==> config.mk <==
export PLATFORM = sky130hd
export DESIGN_NAME = hazard_ctrl_flat
export DESIGN_NICKNAME = d
export VERILOG_FILES = /design/src/rtl/hazard_ctrl_pkg.sv /design/src/rtl/hazard_ctrl_if.sv /design/src/rtl/hazard_ctrl_sat_counter.sv /design/src/rtl/hazard_ctrl.sv /design/src/flat_wrapper.sv
export SDC_FILE = /design/constraint.sdc
export NUM_CORES = 1
export LEC_CHECK = 0
export BUFFER_PORTS_ARGS = -buffer_cell sky130_fd_sc_hd__buf_4
export CORE_AREA = 2 2 39 41
export CTS_CLUSTER_SIZE = 40
export DETAILED_ROUTE_END_ITERATION = 8
export DIE_AREA = 0 0 41 43
export SYNTH_ARGS = -nofsm -noshare
export SYNTH_HDL_FRONTEND = slang
export SYNTH_HIERARCHICAL = 1
export SYNTH_SLANG_ARGS = --single-unit
==> constraint.sdc <==
create_clock -name clock -period 2.5 [get_ports clock]
set_clock_uncertainty 0.2 [all_clocks]
set_input_delay 0.125 -clock clock [delete_from_list [all_inputs] [get_ports clock]]
set_output_delay 0.125 -clock clock [all_outputs]
set_load 0.02 [all_outputs]
==> src/rtl/hazard_ctrl_pkg.sv <==
// Shared pipeline definitions: hazard FSM state encoding and the x0 register index.
package pipeline_pkg;

  typedef enum logic [1:0] {
    RUN      = 2'd0,
    MEM_WAIT = 2'd1,
    FLUSH    = 2'd2
  } hazard_state_t;

  localparam logic [4:0] REG_ZERO = 5'd0;

endpackage

==> src/rtl/hazard_ctrl_if.sv <==
// Decode/execute/memory hazard sideband between the pipeline datapath and hazard_ctrl.
interface hazard_ctrl_if;
  import pipeline_pkg::*;

  logic [4:0] addr1DEC;
  logic [4:0] addr2DEC;
  logic       use1DEC;
  logic       use2DEC;
  logic [4:0] rdEXE;
  logic       WregEXE;
  logic       memReadEXE;
  logic       branchTakenEXE;
  logic       memReqMEM;
  logic       memReadyMEM;
  logic       stallIF;
  logic       stallDEC;
  logic       stallEXE;
  logic       stallMEM;
  logic       bubbleEXE;
  logic       flushDEC;
  logic       flushEXE;

  modport master (
    output addr1DEC, addr2DEC, use1DEC, use2DEC, rdEXE, WregEXE, memReadEXE,
           branchTakenEXE, memReqMEM, memReadyMEM,
    input  stallIF, stallDEC, stallEXE, stallMEM, bubbleEXE, flushDEC, flushEXE
  );

  modport slave (
    input  addr1DEC, addr2DEC, use1DEC, use2DEC, rdEXE, WregEXE, memReadEXE,
           branchTakenEXE, memReqMEM, memReadyMEM,
    output stallIF, stallDEC, stallEXE, stallMEM, bubbleEXE, flushDEC, flushEXE
  );

endinterface

==> src/rtl/hazard_ctrl_sat_counter.sv <==
// Saturating up-counter with synchronous active-high clear.
module sat_counter #(
  parameter int CNT_W = 32
) (
  input  logic             clock,
  input  logic             reset,
  input  logic             inc,
  output logic [CNT_W-1:0] count
);

  always_ff @(posedge clock) begin
    if (reset)
      count <= '0;
    else if (inc && (count != {CNT_W{1'b1}}))
      count <= count + 1'b1;
  end

endmodule

==> src/rtl/hazard_ctrl.sv <==
// Stall/flush controller for the five-stage core: load-use bubbles, memory-wait freeze, branch flush.
// Optional performance counters are built when HAZARD_PERF_EN is defined.
module hazard_ctrl
  import pipeline_pkg::*;
#(
  parameter int CNT_W = 32
) (
  input  logic             clock,
  input  logic             reset,
  hazard_ctrl_if.slave     hz
`ifdef HAZARD_PERF_EN
  ,
  output logic [CNT_W-1:0] loadUseCnt,
  output logic [CNT_W-1:0] memStallCnt,
  output logic [CNT_W-1:0] flushCnt
`endif
);

  if (CNT_W < 1) begin : gBadCntW
    $error("hazard_ctrl: CNT_W must be at least 1");
  end

  hazard_state_t state, stateNext;
  logic          pendFlush, pendFlushNext;
  logic          loadUse;
  logic          memBusy;
  logic          stallAll, bubble, flush;

  assign memBusy = hz.memReqMEM & ~hz.memReadyMEM;

  assign loadUse = hz.memReadEXE & hz.WregEXE & (hz.rdEXE != REG_ZERO) &
                   ((hz.use1DEC & (hz.addr1DEC == hz.rdEXE)) |
                    (hz.use2DEC & (hz.addr2DEC == hz.rdEXE)));

  always_comb begin
    stateNext     = state;
    pendFlushNext = pendFlush;
    stallAll      = 1'b0;
    bubble        = 1'b0;
    flush         = 1'b0;
    case (state)
      RUN: begin
        if (memBusy) begin
          stallAll  = 1'b1;
          stateNext = MEM_WAIT;
          if (hz.branchTakenEXE)
            pendFlushNext = 1'b1;
        end else if (hz.branchTakenEXE) begin
          // The load-use victim sits in DEC and is squashed, so no bubble is needed.
          flush = 1'b1;
        end else if (loadUse) begin
          bubble = 1'b1;
        end
      end
      MEM_WAIT: begin
        if (memBusy) begin
          stallAll = 1'b1;
          if (hz.branchTakenEXE)
            pendFlushNext = 1'b1;
        end else if (pendFlush || hz.branchTakenEXE) begin
          pendFlushNext = 1'b1;
          stateNext     = FLUSH;
        end else begin
          stateNext = RUN;
        end
      end
      FLUSH: begin
        // A new memory wait outranks the deferred flush; pendFlush survives it.
        if (memBusy) begin
          stallAll  = 1'b1;
          stateNext = MEM_WAIT;
        end else begin
          flush         = 1'b1;
          pendFlushNext = 1'b0;
          stateNext     = RUN;
        end
      end
      default: begin
        stateNext     = RUN;
        pendFlushNext = 1'b0;
      end
    endcase
  end

  always_ff @(posedge clock) begin
    if (reset) begin
      state     <= RUN;
      pendFlush <= 1'b0;
    end else begin
      state     <= stateNext;
      pendFlush <= pendFlushNext;
    end
  end

  assign hz.stallIF   = ~reset & (stallAll | bubble);
  assign hz.stallDEC  = ~reset & (stallAll | bubble);
  assign hz.stallEXE  = ~reset & stallAll;
  assign hz.stallMEM  = ~reset & stallAll;
  assign hz.bubbleEXE = ~reset & bubble;
  assign hz.flushDEC  = ~reset & flush;
  assign hz.flushEXE  = ~reset & flush;

`ifdef HAZARD_PERF_EN
  sat_counter #(.CNT_W(CNT_W)) uLoadUseCnt (
    .clock (clock),
    .reset (reset),
    .inc   (hz.bubbleEXE),
    .count (loadUseCnt)
  );

  sat_counter #(.CNT_W(CNT_W)) uMemStallCnt (
    .clock (clock),
    .reset (reset),
    .inc   (hz.stallMEM),
    .count (memStallCnt)
  );

  sat_counter #(.CNT_W(CNT_W)) uFlushCnt (
    .clock (clock),
    .reset (reset),
    .inc   (hz.flushEXE),
    .count (flushCnt)
  );
`endif

endmodule

==> src/flat_wrapper.sv <==
// flat-port wrapper written by rule: the top's interface ports become plain ports
module hazard_ctrl_flat import pipeline_pkg::*;
#(
  parameter int CNT_W = 32
)
  (clock, reset, hz_addr1DEC, hz_addr2DEC, hz_use1DEC, hz_use2DEC, hz_rdEXE, hz_WregEXE, hz_memReadEXE, hz_branchTakenEXE, hz_memReqMEM, hz_memReadyMEM, hz_stallIF, hz_stallDEC, hz_stallEXE, hz_stallMEM, hz_bubbleEXE, hz_flushDEC, hz_flushEXE);
  hazard_ctrl_if hz_i ();
  input  logic clock;
  input  logic reset;
  input wire logic [$bits(hz_i.addr1DEC)-1:0] hz_addr1DEC;
  input wire logic [$bits(hz_i.addr2DEC)-1:0] hz_addr2DEC;
  input wire logic [$bits(hz_i.use1DEC)-1:0] hz_use1DEC;
  input wire logic [$bits(hz_i.use2DEC)-1:0] hz_use2DEC;
  input wire logic [$bits(hz_i.rdEXE)-1:0] hz_rdEXE;
  input wire logic [$bits(hz_i.WregEXE)-1:0] hz_WregEXE;
  input wire logic [$bits(hz_i.memReadEXE)-1:0] hz_memReadEXE;
  input wire logic [$bits(hz_i.branchTakenEXE)-1:0] hz_branchTakenEXE;
  input wire logic [$bits(hz_i.memReqMEM)-1:0] hz_memReqMEM;
  input wire logic [$bits(hz_i.memReadyMEM)-1:0] hz_memReadyMEM;
  output wire logic [$bits(hz_i.stallIF)-1:0] hz_stallIF;
  output wire logic [$bits(hz_i.stallDEC)-1:0] hz_stallDEC;
  output wire logic [$bits(hz_i.stallEXE)-1:0] hz_stallEXE;
  output wire logic [$bits(hz_i.stallMEM)-1:0] hz_stallMEM;
  output wire logic [$bits(hz_i.bubbleEXE)-1:0] hz_bubbleEXE;
  output wire logic [$bits(hz_i.flushDEC)-1:0] hz_flushDEC;
  output wire logic [$bits(hz_i.flushEXE)-1:0] hz_flushEXE;
  assign hz_i.addr1DEC = hz_addr1DEC;
  assign hz_i.addr2DEC = hz_addr2DEC;
  assign hz_i.use1DEC = hz_use1DEC;
  assign hz_i.use2DEC = hz_use2DEC;
  assign hz_i.rdEXE = hz_rdEXE;
  assign hz_i.WregEXE = hz_WregEXE;
  assign hz_i.memReadEXE = hz_memReadEXE;
  assign hz_i.branchTakenEXE = hz_branchTakenEXE;
  assign hz_i.memReqMEM = hz_memReqMEM;
  assign hz_i.memReadyMEM = hz_memReadyMEM;
  assign hz_stallIF = hz_i.stallIF;
  assign hz_stallDEC = hz_i.stallDEC;
  assign hz_stallEXE = hz_i.stallEXE;
  assign hz_stallMEM = hz_i.stallMEM;
  assign hz_bubbleEXE = hz_i.bubbleEXE;
  assign hz_flushDEC = hz_i.flushDEC;
  assign hz_flushEXE = hz_i.flushEXE;
  hazard_ctrl #(.CNT_W(CNT_W)) u_core (.clock(clock), .reset(reset), .hz(hz_i));
endmodule
---- After elaboration in Yosys (flattened, before gate mapping) ----
Cells that the tools add are included.
operators by class
  equality and inequality tests ........... 8
  muxes and demuxes ....................... 21
  bitwise gates (word level) .............. 14
  reductions and logical operators ........ 6
operators by type and width
  cell                                                    count
  two-way mux 1 bit                                       15
  bitwise AND 1 bit                                       10
  == test 5 bit                                           2
  two-way mux 2 bit                                       3
  case mux 2 bit (3 select lines)                         1
  nonzero test 5 bit                                      1
  inequality test 2 bit (second input constant)           2
  inequality test 3 x 1 -> 1 bit (second input constant)  1
  case mux 1 bit (3 select lines)                         1
  AND reduction 3 bit                                     1
  OR reduction 3 bit                                      1
  == test 2 x 1 -> 1 bit (second input constant)          1
  == test 2 bit (second input constant)                   1
  logical NOT 2 bit                                       1
  inequality test 2 x 1 -> 1 bit (second input constant)  1
  NOT 1 bit                                               2
  bitwise OR 1 bit                                        2
  case mux 1 bit (2 select lines)                         1
  AND reduction 2 bit                                     1
  logical OR 1 bit                                        1
storage, ports and cells
  register bits after elaboration ......... 3
  input bits .............................. 24

---- Longest topological paths before layout ----
Gate-level depths: netlist of the first run.
  word-level depth ........................ 10
  mapped depth ............................ 5
  depth with buffers taken out ............ 4

---- Worst setup path before layout of the first run ----
No wires, ideal clock.
  kind .................................... register -> output
  start point ............................. register u_core.state[0]
  end point ............................... output hz_stallIF
  arrival time ............................ 1.594 ns
  path slack .............................. 0.581 ns
  cell stages (with the launch flop) ...... 4
  path buffers ............................ 1
  path through ............................ dfxtp_1 -> a211oi_1 -> o21bai_1 -> buf_4
between the ends
  word-level cells in the longest chain between the ends .. 5
RTL lines
  element                                         RTL line            source
  start, declared                                 hazard_ctrl.sv:23   hazard_state_t state, stateNext;
  start signal, assigned                          hazard_ctrl.sv:90   state <= stateNext;
  == test 2 x 1 -> 1 bit (tied with other cells)  hazard_ctrl.sv:41   case (state)
  OR reduction 3 bit (no source line)             n/a
  two-way mux 1 bit                               n/a
  bitwise OR 1 bit (*)                            n/a
  bitwise AND 1 bit (*)                           n/a
  end, declared                                   flat_wrapper.sv:20  output wire logic [$bits(hz_i.stallIF)-1:0] hz_stallIF;
Every way passes the cells marked *; elsewhere a longest branch is shown, timed or not.

---- Worst setup path after layout of the first run ----
  start point ............................. input hz_memReqMEM
  end point ............................... output hz_stallDEC
between the ends
  word-level cells in the longest chain between the ends .. 5
RTL lines
  element                                      RTL line                                                 source
  start, declared                              flat_wrapper.sv:18                                       input wire logic [$bits(hz_i.memReqMEM)-1:0] hz_memReqMEM;
  bitwise AND 1 bit (*)                        hazard_ctrl.sv:29                                        assign memBusy = hz.memReqMEM & ~hz.memReadyMEM;
  two-way mux 1 bit, on equally long branches  hazard_ctrl.sv:43, hazard_ctrl.sv:56, hazard_ctrl.sv:69
  two-way mux 1 bit, on equally long branches  n/a
  bitwise OR 1 bit (*)                         hazard_ctrl.sv:96                                        assign hz.stallDEC = ~reset & (stallAll | bubble);
  bitwise AND 1 bit (*)                        hazard_ctrl.sv:96
  end, declared                                flat_wrapper.sv:21                                       output wire logic [$bits(hz_i.stallDEC)-1:0] hz_stallDEC;
Marks and branches as above.

==> run metrics, run 1 <==
outcome finished, final reports clean; layout cells sized above 1 47.30%; post-cts resize count 0; # clock sinks 3; Syn Area/Cell 8.181 um2; Final min period 2.004 ns; Lkg Pwr 0.2777 nW; GPL Wtd Cong 0.6648; Syn-to-layout area delta 90.59%; Setup Viol. Count Final 0; Hold WS 0.02237 ns; HP Class input port to flop; register area 60.06 um2; CTS root buf clkbuf_4; total CTS buffers 3; Syn Nets 63; routed wl met2 531 um; Worst-Skew Late Latency 0.25 ns; Worst Tran Pin Value 0.3821 ns; starting density of the core 23.06%; r2r endpoint u_core/pendFlush; Crit. End Element output pin; htree depth 1; Yosys cell types 21; Overall Power 220.9 uW; DRC Markers 0; CTS clock-pin slew for the worst setup and hold paths 0.04 ns; Finished Cell Area 608.1 um2; area of the multi-input gates 232.7 um2; yosys warns 6; Clock Tree Buf Depth 2; post-detail-place hpwl 725.2 um; crit path launch type input port; Crit Path Category input port to output pin; Mapped Area 319.1 um2; period utilisation layout 80.16%; CP startpoint hz_memReqMEM; router iterations before antenna repair 4; routed vias/inst 4.544; first-pass GRT wire length 1373 um; VDD IR-drop max 0.2337 mV; fill cell count 145; # Post-CTS Setup Buffers 0; CP Data Required Time 2.17 ns; core area 0.001384 mm2; pin count of the biggest net entering global routing 8; hold depth 3; die area 0.001763 mm2; antenna-violating nets left 0; FF-to-FF setup slack 0.95 ns; Post-Route M1 WL 323 um; sequential-to-total area share from yosys stat 18.82%; diode count 0; grt total ovfl 0; TritonCTS clock tree done; worst setup margin 0.4959 ns; top sig layer met3; initial antenna violation count 0; Vias 409; nets 99; FP Rows 14; power density over the cells 363.2 mW/mm2; final hold violations 0; crit path max fanout 4; Reg2Reg Depth 4; Setup WS pre-CTS 0.9374 ns; final slew viol count 0; reg2reg start u_core/state[0]; Syn Inst Count 39; Max Clock Freq 499.0 MHz; Hold Buf Count CTS 4; Worst Hold Launch hz_branchTakenEXE; Arr. time, crit path 1.68 ns; GRT Total Usage 11.63%; I/O Buffers 30; die width 41 um; vias in the first global route 382; Slew headroom 74.37%; routed wire length 959 um; wire length per cell 10.66 um; iteration-0 DRC count of the detailed router 7; num ports 31; CP endpoint hz_stallDEC; RSZ-0062 raised after global routing no; max_cap viols 0; met3 routed WL 104 um; Cell Area, Placed 541.8 um2; die height 43 um; Yosys reg bits 3; Post-Route Setup TNS 0 ns
[area by class of cell]
cell class              count  share of cell area [%]
flip-flops and latches      3                   9.877
well taps                  16                   3.292
clock buffers               4                   4.321
multi-input cells          32                   38.27
repair buffers             34                   43.62
inverters                   1                  0.6173
[cell usage after synthesis, drive strengths merged]
cell | instances | area share, %
a211oi | 2 | 4.7
a21oi | 1 | 1.6
a32oi | 1 | 2.7
and2 | 1 | 2.0
and3 | 1 | 2.0
buf | 3 | 7.1
dfxtp | 3 | 19
inv | 1 | 1.2
nand2 | 1 | 1.2
nand2b | 1 | 2.0
nor2 | 2 | 2.4
nor2b | 1 | 2.0
nor3 | 2 | 3.1
nor4 | 3 | 5.9
o211ai | 3 | 8.6
o21ai | 1 | 1.6
o21bai | 1 | 2.4
or4 | 1 | 3.5
xnor2 | 2 | 5.5
xor2 | 8 | 22
[registers in the layout, summed over array words and instances (netlist names)]
signal	count
u_core/pendFlush	1
u_core/state	2
[worst min path at each step]
stage,to,slack [ns]
after floorplan,u_core/pendFlush,-0.006
after global placement,u_core/pendFlush,0.14
after detailed placement,u_core/pendFlush,0.14
after CTS,u_core/state[1],0.03
after global routing,u_core/state[1],0.09
final,u_core/state[1],0.02
[placed cells by master, fill, tap and decap left out]
master	netlist	routed
a211oi_1	2	2
a21oi_1	1	1
a32oi_1	1	1
and2_0	1	1
and3_1	1	1
buf_4	3	30
clkbuf_1	0	1
clkbuf_4	0	3
dfxtp_1	3	3
dlygate4sd3_1	0	4
inv_1	1	1
nand2_1	1	1
nand2b_1	1	1
nor2_1	2	2
nor2b_1	1	1
nor3_1	2	2
nor4_1	3	3
o211ai_1	2	2
o211ai_2	1	1
o21ai_0	1	1
o21bai_1	1	1
or4_4	1	1
xnor2_1	2	2
xor2_1	8	8
[power breakdown]
group / internal (mW) / switching [mW]
clock network: 0.0602 / 0.0315
logic: 0.0460 / 0.0309
registers: 0.0501 / 0.00208
total: 0.156 / 0.0645
[per-layer routing]
metal | global-route usage [%] | vias to the layer above
li1 | - | 210
met5 | 0 | -
met4 | 6.000 | 0
met1 | 10.58 | 177
met2 | 21.25 | 22
met3 | 3.141 | 0
[stage by stage]
step	util [%]	cells
3_5_place_dp	39.15	82
4_1_cts	43.94	90
5_1_grt	43.94	90
6_report	43.94	90
2_1_floorplan	-	39
3_3_place_gp	39.15	82
[worst max-delay path, stage by stage]
cell           delay, ns
dlygate4sd3_1       0.53
buf_4               0.13
nor2b_1             0.15
nor3_1              0.20
o211ai_2            0.14
o21bai_1            0.22
buf_4               0.18
[cell families (layout without fill, tap and decap cells)]
group | count (synthesis) | after routing | share of synthesized area, %
compound gates | 9 | 9 | 21.56
xor+xnor | 10 | 10 | 27.45
buf+inv | 4 | 39 | 8.234
flops | 3 | 3 | 18.82
simple gates | 13 | 13 | 23.93
Note: power is estimated with default switching activity, not from simulation.
==> run 2: changes to the inputs <==
clock period = 1.8 ns   (was 2.5 ns; I/O delays follow)
==> run 2 against run 1 <==
Against the previous run: via count increased by 2.0%; sequential share of layout area shrank 0.31 points; die area did not move; wire length down 1.9%; power increased by 38%; worst hold slack got worse by 0.010 ns; final area rose by 3.3%; clock power increased by 33%; sequential power rose by 40%; global-route usage is 0.41 points higher; non-clock buffer count increased by 1; utilization up 1.4 points; largest cell class unchanged; largest power group unchanged.
==> run metrics, run 2 (synthesized netlist as in run 1, its figures left out) <==
max_cap viols 0 (unchanged); commonest non-fill, non-tap cell in the layout buf_4; CTS root buf clkbuf_4; GPL Wtd Cong 0.6751 (+1.5%); first-pass GRT wire length 1504 um (+9.5%); core area 0.001384 mm2 (unchanged); Crit. End Element flop; num ports 31 (unchanged); CP Data Required Time 1.72 ns (-0.45 ns); nets 100 (+1.0%); FP Rows 14 (unchanged); router iterations before antenna repair 4 (unchanged); grt total ovfl 0 (unchanged); die area 0.001763 mm2 (unchanged); Setup Viol. Count Final 0 (unchanged); final hold violations 0 (unchanged); Largest register FFs 2 (unchanged); starting density of the core 23.06% (unchanged); Worst-Skew Late Latency 0.23 ns (-0.02 ns); iteration-0 DRC count of the detailed router 4 (-3); I/O Buffers 30 (unchanged); outcome finished, final reports clean; Lkg Pwr 0.2839 nW (+2.3%); routed vias/inst 4.582 (+0.84%); diode count 0 (unchanged); DRC Markers 0 (unchanged); GRT Total Usage 12.05% (+0.41 points); post-detail-place hpwl 721.4 um (-0.52%); routed wire length 941 um (-1.9%); Overall Power 304.2 uW (+38%); # clock sinks 3 (unchanged); Worst Tran Pin Value 0.3439 ns (-0.03814 ns); vias in the first global route 410 (+7.3%); CTS clock-pin slew for the worst setup and hold paths 0.04 ns (about the same); crit path launch type input port; Arr. time, crit path 1.62 ns (-0.06 ns); VDD IR-drop max 0.4113 mV (+76%); fill cell count 163 (+12%); biggest regs u_core/state (2), u_core/pendFlush (1); Cell Area, Placed 546.8 um2 (+0.92%); antenna-violating nets left 0 (unchanged); Most flops, register u_core/state; htree depth 1 (unchanged); TritonCTS clock tree done; power density over the cells 484.2 mW/mm2 (+33%); Finished Cell Area 628.1 um2 (+3.3%); period utilisation layout 94.84%; total CTS buffers 3 (unchanged); wire length per cell 10.34 um (-3.0%); initial antenna violation count 0 (unchanged); Crit Path Category input port to flop; final slew viol count 0 (unchanged); Vias 417 (+2.0%); Final min period 1.707 ns; crit path max fanout 3 (-1); die height 43 um (unchanged); die width 41 um (unchanged); most frequent cells in the layout buf_4 (30), xor2_1 (8), dlygate4sd3_1 (5); HP Class input port to flop; layout cells sized above 1 49.33% (+2.0 points); Slew headroom 76.86% (+2.5 points); Max Clock Freq 585.8 MHz; Clock Tree Buf Depth 2 (unchanged); Syn-to-layout area delta 96.86%; pin count of the biggest net entering global routing 8 (unchanged); # Post-CTS Setup Buffers 0 (unchanged)
## run 2: worst paths after layout
check                        start               end  slack (ns)  cells after the start
hold / removal      hz_memReadyMEM   u_core/state[1]        0.01                      3
setup / recovery      hz_memReqMEM  u_core/pendFlush        0.09                      7
hold reg to reg   u_core/pendFlush   u_core/state[1]        0.37                      2
setup reg to reg   u_core/state[0]  u_core/pendFlush        0.22                      4
## run 2: critical path: stages
cell,delay [ns]
buf_4,0.11
dlygate4sd3_1,0.54
nand2b_1,0.12
o21ai_1,0.07
nand2_1,0.07
a21oi_1,0.06
dlygate4sd3_1,0.56
## run 2: cell type report
type | instances | area (um2) | area share (%)
multi-input cells | 32 | 242.7 | 38.65
repair buffers | 35 | 275.3 | 43.82
well taps | 16 | 20.02 | 3.187
inverters | 1 | 3.754 | 0.5976
flip-flops and latches | 3 | 60.06 | 9.562
clock buffers | 4 | 26.28 | 4.183
## run 2: per-layer routing
layer | track usage (%) | share of wire [%] | vias up
met3 | 5.236 | 10 | 0
li1 | - | - | 212
met4 | 2.000 | 0 | 0
met5 | 0 | 0 | -
met2 | 21.25 | 54 | 19
met1 | 12.54 | 35 | 186
## run 2: metrics by stage
step	cells	setup slack, ns	utilization (%)	hold slack (ns)	TNS (ns)
2_1_floorplan	39	0.08374	-	-0.04093	0
3_3_place_gp	82	0.3073	39.51	0.1101	0
3_5_place_dp	82	0.3101	39.51	0.1099	0
4_1_cts	91	0.02435	45.03	0.006721	0
5_1_grt	91	-0.001260	45.39	0.04674	-0.001737
6_report	91	0.09290	45.39	0.01193	0
## run 2: power by group
group,switching [mW],total [mW],leakage (nW),internal [mW]
Combinational,0.0434,0.109,0.244,0.0661
Clock,0.0383,0.122,0.0150,0.0833
Sequential,0.00338,0.0730,0.0245,0.0697
Total,0.0851,0.304,0.284,0.219
## run 2: repair_timing
item | 4_1_cts | 5_1_grt
hold buffers | 5 | 0
gates resized for setup | 0 | 2
setup endpoints to repair | 0 | 4
endpoints found under the hold margin | 3 | 0
==> run 3: changes to the inputs <==
CAP_MARGIN = 20   (was default)
PLACE_DENSITY = 0.58   (was default)
==> run 3 against run 2 <==
Against the previous run: die area unchanged; non-clock buffer count unchanged; final area unchanged; utilization unchanged.
==> run metrics, run 3 (synthesized netlist as in run 1, its figures left out) <==
total CTS buffers 3 (unchanged); r2r endpoint u_core/pendFlush; starting density of the core 23.06% (unchanged); Worst-Skew Late Latency 0.23 ns (about the same); FP Rows 14 (unchanged); die height 43 um (unchanged); Slew headroom 76.35% (-0.51 points); VDD IR-drop max 0.2127 mV (-48%); Max Clock Freq 585.0 MHz (-0.14%); Final min period 1.710 ns (+0.002409 ns); routed vias/inst 4.484 (-2.2%); reg2reg start u_core/state[0]; max_cap viols 0 (unchanged); vias in the first global route 409 (-0.24%); first-pass GRT wire length 1435 um (-4.6%); RSZ-0062 raised after global routing no; Crit Path Category input port to output pin; WP buf/inv 3 (unchanged); FF-to-FF setup slack 0.22 ns (about the same); DRC Markers 0 (unchanged); # Post-CTS Setup Buffers 0 (unchanged); final std cells w/o fill 91 (unchanged); grt total ovfl 0 (unchanged); outcome finished, final reports clean; final slew viol count 0 (unchanged); Placed Cells 82 (unchanged); hold depth 3 (unchanged); routed wire length 997 um (+6.0%); HP Class input port to flop; TritonCTS clock tree done; Worst Hold Launch hz_memReadyMEM; Vias 408 (-2.2%); final hold violations 0 (unchanged); max incr delay on CP 0.54 ns (-0.02 ns); htree depth 1 (unchanged); CP Data Required Time 1.51 ns (-0.21 ns); Finished Cell Area 628.1 um2 (unchanged); die area 0.001763 mm2 (unchanged); WHS Endpoint u_core/state[1]; antenna-violating nets left 0 (unchanged); crit path launch type input port; Arr. time, crit path 1.42 ns (-0.20 ns); num ports 31 (unchanged); period utilisation layout 94.97% (+0.13 points); die width 41 um (unchanged); CP max-delay cell dlygate4sd3_1; Worst Tran Pin Value 0.3515 ns (+0.007536 ns); Post-Route Setup TNS 0 ns (unchanged); Cell Area, Placed 546.8 um2 (unchanged); nets 100 (unchanged); Crit. End Element output pin; post-route core utilization 45.39% (unchanged); Syn-to-layout area delta 96.86% (unchanged); layout cells sized above 1 49.33% (unchanged); critical path's most frequent cell buf_4; wire length per cell 10.96 um (+6.0%); Clock Tree Buf Depth 2 (unchanged); Most flops, register u_core/state; # clock sinks 3 (unchanged); core area 0.001384 mm2 (unchanged); power density over the cells 482.4 mW/mm2 (-0.38%); worst-path cell chain dlygate4sd3_1 > buf_4 > nor3_2 > o211ai_2 > o21bai_1 > buf_4; Setup WS pre-CTS 0.3058 ns (-0.004248 ns); Reg2Reg Depth 4 (unchanged); GPL Wtd Cong 0.6332 (-6.2%); GRT Total Usage 11.62% (-0.42 points); biggest regs u_core/state (2), u_core/pendFlush (1); worst setup margin 0.09049 ns (-0.002408 ns); Overall Power 303.0 uW (-0.38%); CTS root buf clkbuf_4; pin count of the biggest net entering global routing 8 (unchanged); Largest register FFs 2 (unchanged); router iterations before antenna repair 3 (-1); I/O Buffers 30 (unchanged); Hold WS 0.02803 ns (+0.01611 ns); commonest non-fill, non-tap cell in the layout buf_4; most frequent cells in the layout buf_4 (30), xor2_1 (8), dlygate4sd3_1 (5); iteration-0 DRC count of the detailed router 5 (+1); crit path max fanout 6 (+3); initial antenna violation count 0 (unchanged); Top Family by Delay on Critical Path buffers and inverters; Setup Viol. Count Final 0 (unchanged); diode count 0 (unchanged); Lkg Pwr 0.2840 nW (about the same); CTS clock-pin slew for the worst setup and hold paths 0.04 ns (about the same)
==> run 3: cell counts in the layout (fill, tap and decap cells not counted) <==
Identical to the previous run, type by type.
==> run 3: worst reg2reg max path, stage by stage, from the launching register on <==
cell	delay [ns]
dfxtp_1	0.47
o21ai_1	0.12
nand2_1	0.07
a21oi_1	0.06
dlygate4sd3_1	0.55
==> run 3: final cells by class <==
type | instances | area (um2)
well taps | 16 | 20.02
repair buffers | 35 | 275.3
flip-flops and latches | 3 | 60.06
fillers | 148 | 755.7
multi-input cells | 32 | 242.7
clock buffers | 4 | 26.28
inverters | 1 | 3.754
==> run 3: timing repair <==
item,CTS,global route
endpoints found under the hold margin,3,0
gates resized for setup,0,2
hold buffers,5,0
setup endpoints to repair,0,3
==> run 3: how the worst max path moves through the flow <==
stage                          startpoint     endpoint  cells past startpoint
after detailed placement      hz_rdEXE[2]  hz_stallDEC                      6
after floorplan           u_core/state[0]  hz_flushEXE                      2
after global routing                reset  hz_stallDEC                      6
after global placement        hz_rdEXE[2]  hz_stallDEC                      6
final                               reset  hz_stallDEC                      6
after CTS                           reset  hz_stallDEC                      6
==> run 3: per-layer routing <==
layer / part of all wire, % / GRT usage [%] / wire, um
met3: 17 / 3.665 / 170
met5: 0 / 0 / 0
met2: 48 / 19.69 / 478
met4: 0 / 8.000 / 0
met1: 35 / 10.86 / 348
==> run 3: power by group <==
| group | switching [mW] | internal, mW | total, mW |
|---|---|---|---|
| clock network | 0.0377 | 0.0833 | 0.121 |
| logic | 0.0431 | 0.0660 | 0.109 |
| registers | 0.00322 | 0.0696 | 0.0729 |
